`config.mk`:
```
export PLATFORM = sky130hd
export DESIGN_NAME = crc_engine_param_flat
export DESIGN_NICKNAME = d
export VERILOG_FILES = /design/src/rtl/crc_engine_param_if.sv /design/src/rtl/crc_engine_param.sv /design/src/flat_wrapper.sv
export SDC_FILE = /design/constraint.sdc
export NUM_CORES = 1
export LEC_CHECK = 0
export ABC_AREA = 1
export BUFFER_PORTS_ARGS = -buffer_cell sky130_fd_sc_hd__buf_2
export CORE_MARGIN = 3
export CORE_UTILIZATION = 40
export CTS_CLUSTER_SIZE = 25
export DETAILED_ROUTE_END_ITERATION = 10
export SKIP_CTS_REPAIR_TIMING = 1
export SLEW_MARGIN = 20
export SYNTH_ARGS = -nofsm -noshare
export SYNTH_HDL_FRONTEND = slang
export SYNTH_SLANG_ARGS = --single-unit
```
`constraint.sdc`:
```
create_clock -name clk -period 4.59 [get_ports clk]
set_clock_uncertainty 0.1 [all_clocks]
set_input_delay 0.2295 -clock clk [delete_from_list [all_inputs] [get_ports clk]]
set_output_delay 0.2295 -clock clk [all_outputs]
set_load 0.01 [all_outputs]
```
`src/rtl/crc_engine_param_if.sv`:
```
// Handshake and status bundle for crc_engine_param.
// errCnt/errCntClr are present only when CRC_ERR_CNT_EN is defined.
interface crc_engine_param_if #(
  parameter int WIDTH = 16
) ();
  logic             start;
  logic             checkMode;
  logic             din;
  logic             shiftEn;
  logic             endPacket;
  logic             clear;
  logic             doutReady;
  logic             dout;
  logic             doutValid;
  logic [WIDTH-1:0] crc;
  logic             busy;
  logic             crcOk;
  logic             crcErr;
  logic             done;
`ifdef CRC_ERR_CNT_EN
  logic             errCntClr;
  logic [7:0]       errCnt;
`endif

  modport master (
    output start, checkMode, din, shiftEn, endPacket, clear, doutReady,
    input  dout, doutValid, crc, busy, crcOk, crcErr, done
`ifdef CRC_ERR_CNT_EN
    , output errCntClr, input errCnt
`endif
  );

  modport slave (
    input  start, checkMode, din, shiftEn, endPacket, clear, doutReady,
    output dout, doutValid, crc, busy, crcOk, crcErr, done
`ifdef CRC_ERR_CNT_EN
    , input errCntClr, output errCnt
`endif
  );
endinterface

```
`src/rtl/crc_engine_param.sv`:
```
// Bit-serial CRC generator/checker for the USB packet path (CRC5 tokens, CRC16 data).
// Optional saturating error counter enabled by defining CRC_ERR_CNT_EN.
module crc_engine_param #(
  parameter int               WIDTH      = 16,
  parameter logic [WIDTH-1:0] POLY       = WIDTH'(32'h0000_8005),
  parameter logic [WIDTH-1:0] INIT       = {WIDTH{1'b1}},
  parameter logic [WIDTH-1:0] RESIDUE    = WIDTH'(32'h0000_800D),
  parameter bit               INVERT_OUT = 1'b1
) (
  input  logic                clk,
  input  logic                rst,
  crc_engine_param_if.slave   bus
);

  localparam logic [1:0] S_IDLE  = 2'd0;
  localparam logic [1:0] S_ACCUM = 2'd1;
  localparam logic [1:0] S_SHIFT = 2'd2;
  localparam int         CW      = $clog2(WIDTH + 1);

  logic [1:0]       state_q, state_d;
  logic             mode_q, mode_d;
  logic [WIDTH-1:0] crc_q, crc_d;
  logic [WIDTH-1:0] out_q, out_d;
  logic [CW-1:0]    cnt_q, cnt_d;
  logic             done_q, done_d;
  logic             ok_q, ok_d;
  logic             err_q, err_d;
  logic             fb_s;
  logic [WIDTH-1:0] acc_crc_s;

  // CRC value including this cycle's data bit, if one is offered
  always_comb begin
    fb_s = bus.din ^ crc_q[WIDTH-1];
    if (bus.shiftEn) begin
      acc_crc_s = {crc_q[WIDTH-2:0], 1'b0} ^ (fb_s ? POLY : {WIDTH{1'b0}});
    end else begin
      acc_crc_s = crc_q;
    end
  end

  // Sequencing: clear beats start, start beats the per-state behaviour
  always_comb begin
    state_d = state_q;
    mode_d  = mode_q;
    crc_d   = crc_q;
    out_d   = out_q;
    cnt_d   = cnt_q;
    done_d  = 1'b0;
    ok_d    = 1'b0;
    err_d   = 1'b0;
    if (bus.clear) begin
      state_d = S_IDLE;
      crc_d   = INIT;
      out_d   = {WIDTH{1'b0}};
      cnt_d   = {CW{1'b0}};
    end else if (bus.start) begin
      state_d = S_ACCUM;
      mode_d  = bus.checkMode;
      crc_d   = INIT;
      out_d   = {WIDTH{1'b0}};
      cnt_d   = {CW{1'b0}};
    end else begin
      case (state_q)
        S_IDLE: begin
          state_d = S_IDLE;
        end
        S_ACCUM: begin
          crc_d = acc_crc_s;
          if (bus.endPacket) begin
            if (mode_q) begin
              state_d = S_IDLE;
              ok_d    = (acc_crc_s == RESIDUE);
              err_d   = (acc_crc_s != RESIDUE);
            end else begin
              state_d = S_SHIFT;
              out_d   = INVERT_OUT ? ~acc_crc_s : acc_crc_s;
              cnt_d   = {CW{1'b0}};
            end
          end else begin
            state_d = S_ACCUM;
          end
        end
        S_SHIFT: begin
          // crc_q is frozen here; only the out shifter moves on acceptance
          if (bus.doutReady) begin
            out_d = {out_q[WIDTH-2:0], 1'b0};
            cnt_d = cnt_q + CW'(1);
            if (cnt_q == CW'(WIDTH - 1)) begin
              state_d = S_IDLE;
              done_d  = 1'b1;
            end else begin
              state_d = S_SHIFT;
            end
          end else begin
            state_d = S_SHIFT;
          end
        end
        default: begin
          state_d = S_IDLE;
        end
      endcase
    end
  end

  // State and datapath registers
  always_ff @(posedge clk) begin
    if (rst) begin
      state_q <= S_IDLE;
      mode_q  <= 1'b0;
      crc_q   <= INIT;
      out_q   <= {WIDTH{1'b0}};
      cnt_q   <= {CW{1'b0}};
      done_q  <= 1'b0;
      ok_q    <= 1'b0;
      err_q   <= 1'b0;
    end else begin
      state_q <= state_d;
      mode_q  <= mode_d;
      crc_q   <= crc_d;
      out_q   <= out_d;
      cnt_q   <= cnt_d;
      done_q  <= done_d;
      ok_q    <= ok_d;
      err_q   <= err_d;
    end
  end

  assign bus.dout      = out_q[WIDTH-1];
  assign bus.doutValid = (state_q == S_SHIFT);
  assign bus.busy      = (state_q != S_IDLE);
  assign bus.crc       = crc_q;
  assign bus.crcOk     = ok_q;
  assign bus.crcErr    = err_q;
  assign bus.done      = done_q;

`ifdef CRC_ERR_CNT_EN
  logic [7:0] err_cnt_q, err_cnt_d;

  // Counts crcErr pulses, saturating; a same-cycle clear wins
  always_comb begin
    if (bus.errCntClr) begin
      err_cnt_d = 8'h00;
    end else if (err_q && (err_cnt_q != 8'hFF)) begin
      err_cnt_d = err_cnt_q + 8'h01;
    end else begin
      err_cnt_d = err_cnt_q;
    end
  end

  // Error counter register
  always_ff @(posedge clk) begin
    if (rst) begin
      err_cnt_q <= 8'h00;
    end else begin
      err_cnt_q <= err_cnt_d;
    end
  end

  assign bus.errCnt = err_cnt_q;
`endif

endmodule

```
`src/flat_wrapper.sv`:
```
// flat-port wrapper written by rule: the top's interface ports become plain ports
module crc_engine_param_flat 
#(
  parameter int               WIDTH      = 16,
  parameter logic [WIDTH-1:0] POLY       = WIDTH'(32'h0000_8005),
  parameter logic [WIDTH-1:0] INIT       = {WIDTH{1'b1}},
  parameter logic [WIDTH-1:0] RESIDUE    = WIDTH'(32'h0000_800D),
  parameter bit               INVERT_OUT = 1'b1
)
  (clk, rst, bus_start, bus_checkMode, bus_din, bus_shiftEn, bus_endPacket, bus_clear, bus_doutReady, bus_dout, bus_doutValid, bus_crc, bus_busy, bus_crcOk, bus_crcErr, bus_done);
  crc_engine_param_if #(.WIDTH(WIDTH)) bus_i ();
  input  logic clk;
  input  logic rst;
  input wire logic [$bits(bus_i.start)-1:0] bus_start;
  input wire logic [$bits(bus_i.checkMode)-1:0] bus_checkMode;
  input wire logic [$bits(bus_i.din)-1:0] bus_din;
  input wire logic [$bits(bus_i.shiftEn)-1:0] bus_shiftEn;
  input wire logic [$bits(bus_i.endPacket)-1:0] bus_endPacket;
  input wire logic [$bits(bus_i.clear)-1:0] bus_clear;
  input wire logic [$bits(bus_i.doutReady)-1:0] bus_doutReady;
  output wire logic [$bits(bus_i.dout)-1:0] bus_dout;
  output wire logic [$bits(bus_i.doutValid)-1:0] bus_doutValid;
  output wire logic [$bits(bus_i.crc)-1:0] bus_crc;
  output wire logic [$bits(bus_i.busy)-1:0] bus_busy;
  output wire logic [$bits(bus_i.crcOk)-1:0] bus_crcOk;
  output wire logic [$bits(bus_i.crcErr)-1:0] bus_crcErr;
  output wire logic [$bits(bus_i.done)-1:0] bus_done;
  assign bus_i.start = bus_start;
  assign bus_i.checkMode = bus_checkMode;
  assign bus_i.din = bus_din;
  assign bus_i.shiftEn = bus_shiftEn;
  assign bus_i.endPacket = bus_endPacket;
  assign bus_i.clear = bus_clear;
  assign bus_i.doutReady = bus_doutReady;
  assign bus_dout = bus_i.dout;
  assign bus_doutValid = bus_i.doutValid;
  assign bus_crc = bus_i.crc;
  assign bus_busy = bus_i.busy;
  assign bus_crcOk = bus_i.crcOk;
  assign bus_crcErr = bus_i.crcErr;
  assign bus_done = bus_i.done;
  crc_engine_param #(.WIDTH(WIDTH), .POLY(POLY), .INIT(INIT), .RESIDUE(RESIDUE), .INVERT_OUT(INVERT_OUT)) u_core (.clk(clk), .rst(rst), .bus(bus_i));
endmodule
```
==> results.py <==
metrics = {
    "outcome": {
        "status": "finished clean",
    },
    "synthesis": {
        "synth_top_area_share": 0.396,
        "yosys_warnings": 0,
        "synth_nets": 332,
        "syn_area_per_cell_um2": 6.84,
        "synth_area_leaders": "dfxtp_1 (40%), nand2_1 (18%), a21oi_1 (7.6%), o211ai_1 (4.8%), o21ai_0 (4.6%)",
        "synth_top_cell_by_area": "dfxtp_1",
        "synthCells": 318,
        "synth_seq_area_share": 0.396,
        "syn_area_um2": 2170,
        "synth_cell_type_count": 26,
        "ys_ff_latch": 43,
    },
    "timing": {
        "hold_violations": 0,
        "fin_ws_ps": 1740,
        "fin_crit_sh": 0.621,
        "finalSetupTns_ps": 0,
        "setup_viol": 0,
        "slew_headroom": 0.386,
        "max_freq_mhz": 351,
        "fin_crit_ps": 2850,
        "worstMarginPinSlew_ps": 921,
        "drv_slew": 0,
        "rsz0062_at_grt": "false",
    },
    "drt": {
        "routed-via-count": 2031,
        "viasPerCell": 4.93,
        "drt_wl_total_mm": 5.02,
        "post_drt_wl_per_cell_um": 12.2,
        "drc_errors": 0,
        "drt_iter0_drc": 131,
        "first_pass_iters": 4,
        "ant_nets": 0,
    },
    "setup_path": {
        "cp_data_arrival_time_ps": 2980,
        "startpoint": "u_core.state_q[0]",
        "reg2regPathDepth": 9,
        "crit_end": "u_core.out_q[4]",
        "worstReg2RegStart": "u_core.state_q[0]",
        "end_kind": "register",
        "required_ps": 4720,
        "r2r_end": "u_core.out_q[4]",
        "crit_type": "register to register",
        "ff2ff_setup_slack_ps": 1740,
        "start_kind": "register",
        "crit_fanout": 32,
    },
    "global_route": {
        "grt_usage": 0.161,
        "grt_max_degree": 33,
        "grt-ovfl-total": 0,
        "grt_first_pass_wirelength_mm": 8.08,
        "antenna_found_initial": 0,
        "grt_pass1_vias": 1752,
    },
    "floorplan": {
        "die_w_um": 79.7,
        "core_um2": 5170,
        "start_util": 0.420,
        "num_rows": 26,
        "die-area_um2": 6360,
        "die_y_um": 79.7,
        "num_io_pins": 31,
    },
    "clocking": {
        "clockBufferDepth": 2,
        "cts_tree": "done",
        "insertion_delay_ps": 300,
        "cts.htree.levels": 2,
        "cts_buffers": 5,
        "clock_sinks": 43,
        "clock-root-buffer": "clkbuf_8",
        "clkTransAtPathRegs_ps": 80,
    },
    "place": {
        "place.gp.congestion": 0.837,
        "place_hpwl_mm": 3.54,
        "place_ws_ps": 1810,
        "port_buffers": 30,
    },
    "finish": {
        "syn_to_final_growth_pct": 11.0,
        "antenna_cells": 0,
        "drive_gt1_frac": 0.152,
        "fillers": 538,
        "fin_nets": 355,
    },
    "job": {
        "cap_violations": 0,
    },
    "pwr": {
        "p_leak_nw": 1.11,
        "power_density_nw_per_um2": 283,
        "ir_worst_vdd_mv": 0.120,
    },
    "min_path": {
        "hp-class": "input port to register",
    },
}
[worst min path at each step]
stage | startpoint | endpoint | cells after the start
5_1_grt | bus_checkMode | u_core.mode_q | 3
3_3_place_gp | rst | u_core.mode_q | 2
4_1_cts | rst | u_core.mode_q | 2
3_5_place_dp | rst | u_core.mode_q | 2
2_1_floorplan | rst | u_core.mode_q | 1
6_report | bus_checkMode | u_core.mode_q | 3
[layout by cell type (no fill, tap or decap), types with 2 or more instances in the layout]
| master | n |
|---|---|
| a21oi_1 | 33 |
| buf_2 | 30 |
| clkbuf_8 | 5 |
| dfxtp_1 | 43 |
| ha_1 | 5 |
| inv_1 | 20 |
| inv_2 | 4 |
| nand2_1 | 106 |
| nand2_2 | 5 |
| nand3_1 | 15 |
| nor2_1 | 24 |
| nor3_1 | 4 |
| o211ai_1 | 14 |
| o21ai_0 | 20 |
| o21ai_1 | 2 |
[synthesized netlist by cell type]
cell and count:
a21oi_2 1, xor2_1 1, o211ai_1 14, or2_4 1
nand2_2 5, nand2_1 106, or2_2 1, inv_2 4
o21ai_2 1, nor2_2 1, clkbuf_1 7, o21ai_1 2
nor3_1 4, nand3_1 15, a21oi_1 33, ha_1 5
o21ai_0 20, buf_2 3, nor2_1 24, nor2_8 1
clkbuf_8 1, inv_1 20, buf_4 2, buf_6 2
dfxtp_1 43, and3_1 1
[state kept, by name, summed over array words and instances (netlist names)]
| name | cells |
|---|---|
| u_core.bus.done | 1 |
| u_core.bus.crc | 16 |
| u_core.bus.crcErr | 1 |
| u_core.out_q | 16 |
| u_core.mode_q | 1 |
| u_core.cnt_q | 5 |
| u_core.state_q | 2 |
| u_core.bus.crcOk | 1 |
[power breakdown]
group,internal [mW],switching (mW)
combinational,0.0198,0.0461
sequential,0.376,0.00285
clock,0.106,0.132
total,0.502,0.181
[cell families (layout without fill, tap and decap cells)]
kind of cell	Yosys count	after routing	synth area share
simple gates	159	159	0.304
compound gates	71	71	0.183
fa+ha+maj	5	5	0.0288
xor+xnor	1	1	0.00403
flops	43	43	0.396
buf+inv	39	63	0.0840
[through the flow]
stage	utilization	instance area, µm²	power, mW	hold slack [ps]	instances
after global routing	0.467	2410	0.713	90.1	412
final	0.467	2410	0.684	69.5	412
after floorplan	-	2170	0.438	199	318
after CTS	0.465	2400	0.690	-13.9	411
after detailed placement	0.448	2320	0.453	310	403
after global placement	0.448	2320	0.453	307	403
[layer usage]
metal | share of wire | global-route usage
met5 | 0 | 0
met4 | 0.022 | 0.0642
met3 | 0.048 | 0.0395
met2 | 0.41 | 0.232
met1 | 0.52 | 0.230
[worst max-delay path: stages, from the launching register on]
cell and delay (ps):
dfxtp_1 350, inv_1 70, ha_1 280, inv_2 390, o21ai_1 120, nor2_2 720, inv_2 340, nor2_1 170
o21ai_0 100, a21oi_1 130
[layout make-up]
cell class | instances | area (µm²) | share of cell area
Clock buffer | 6 | 72.6 | 0.0301
Clock inverter | 2 | 12.5 | 0.00518
Inverter | 24 | 90.1 | 0.0373
Multi-Input combinational cell | 236 | 1130 | 0.468
Sequential cell | 43 | 861 | 0.356
Tap cell | 70 | 87.6 | 0.0363
Timing Repair Buffer | 31 | 160 | 0.0663
No activity file was read; power rests on OpenSTA's default activity.
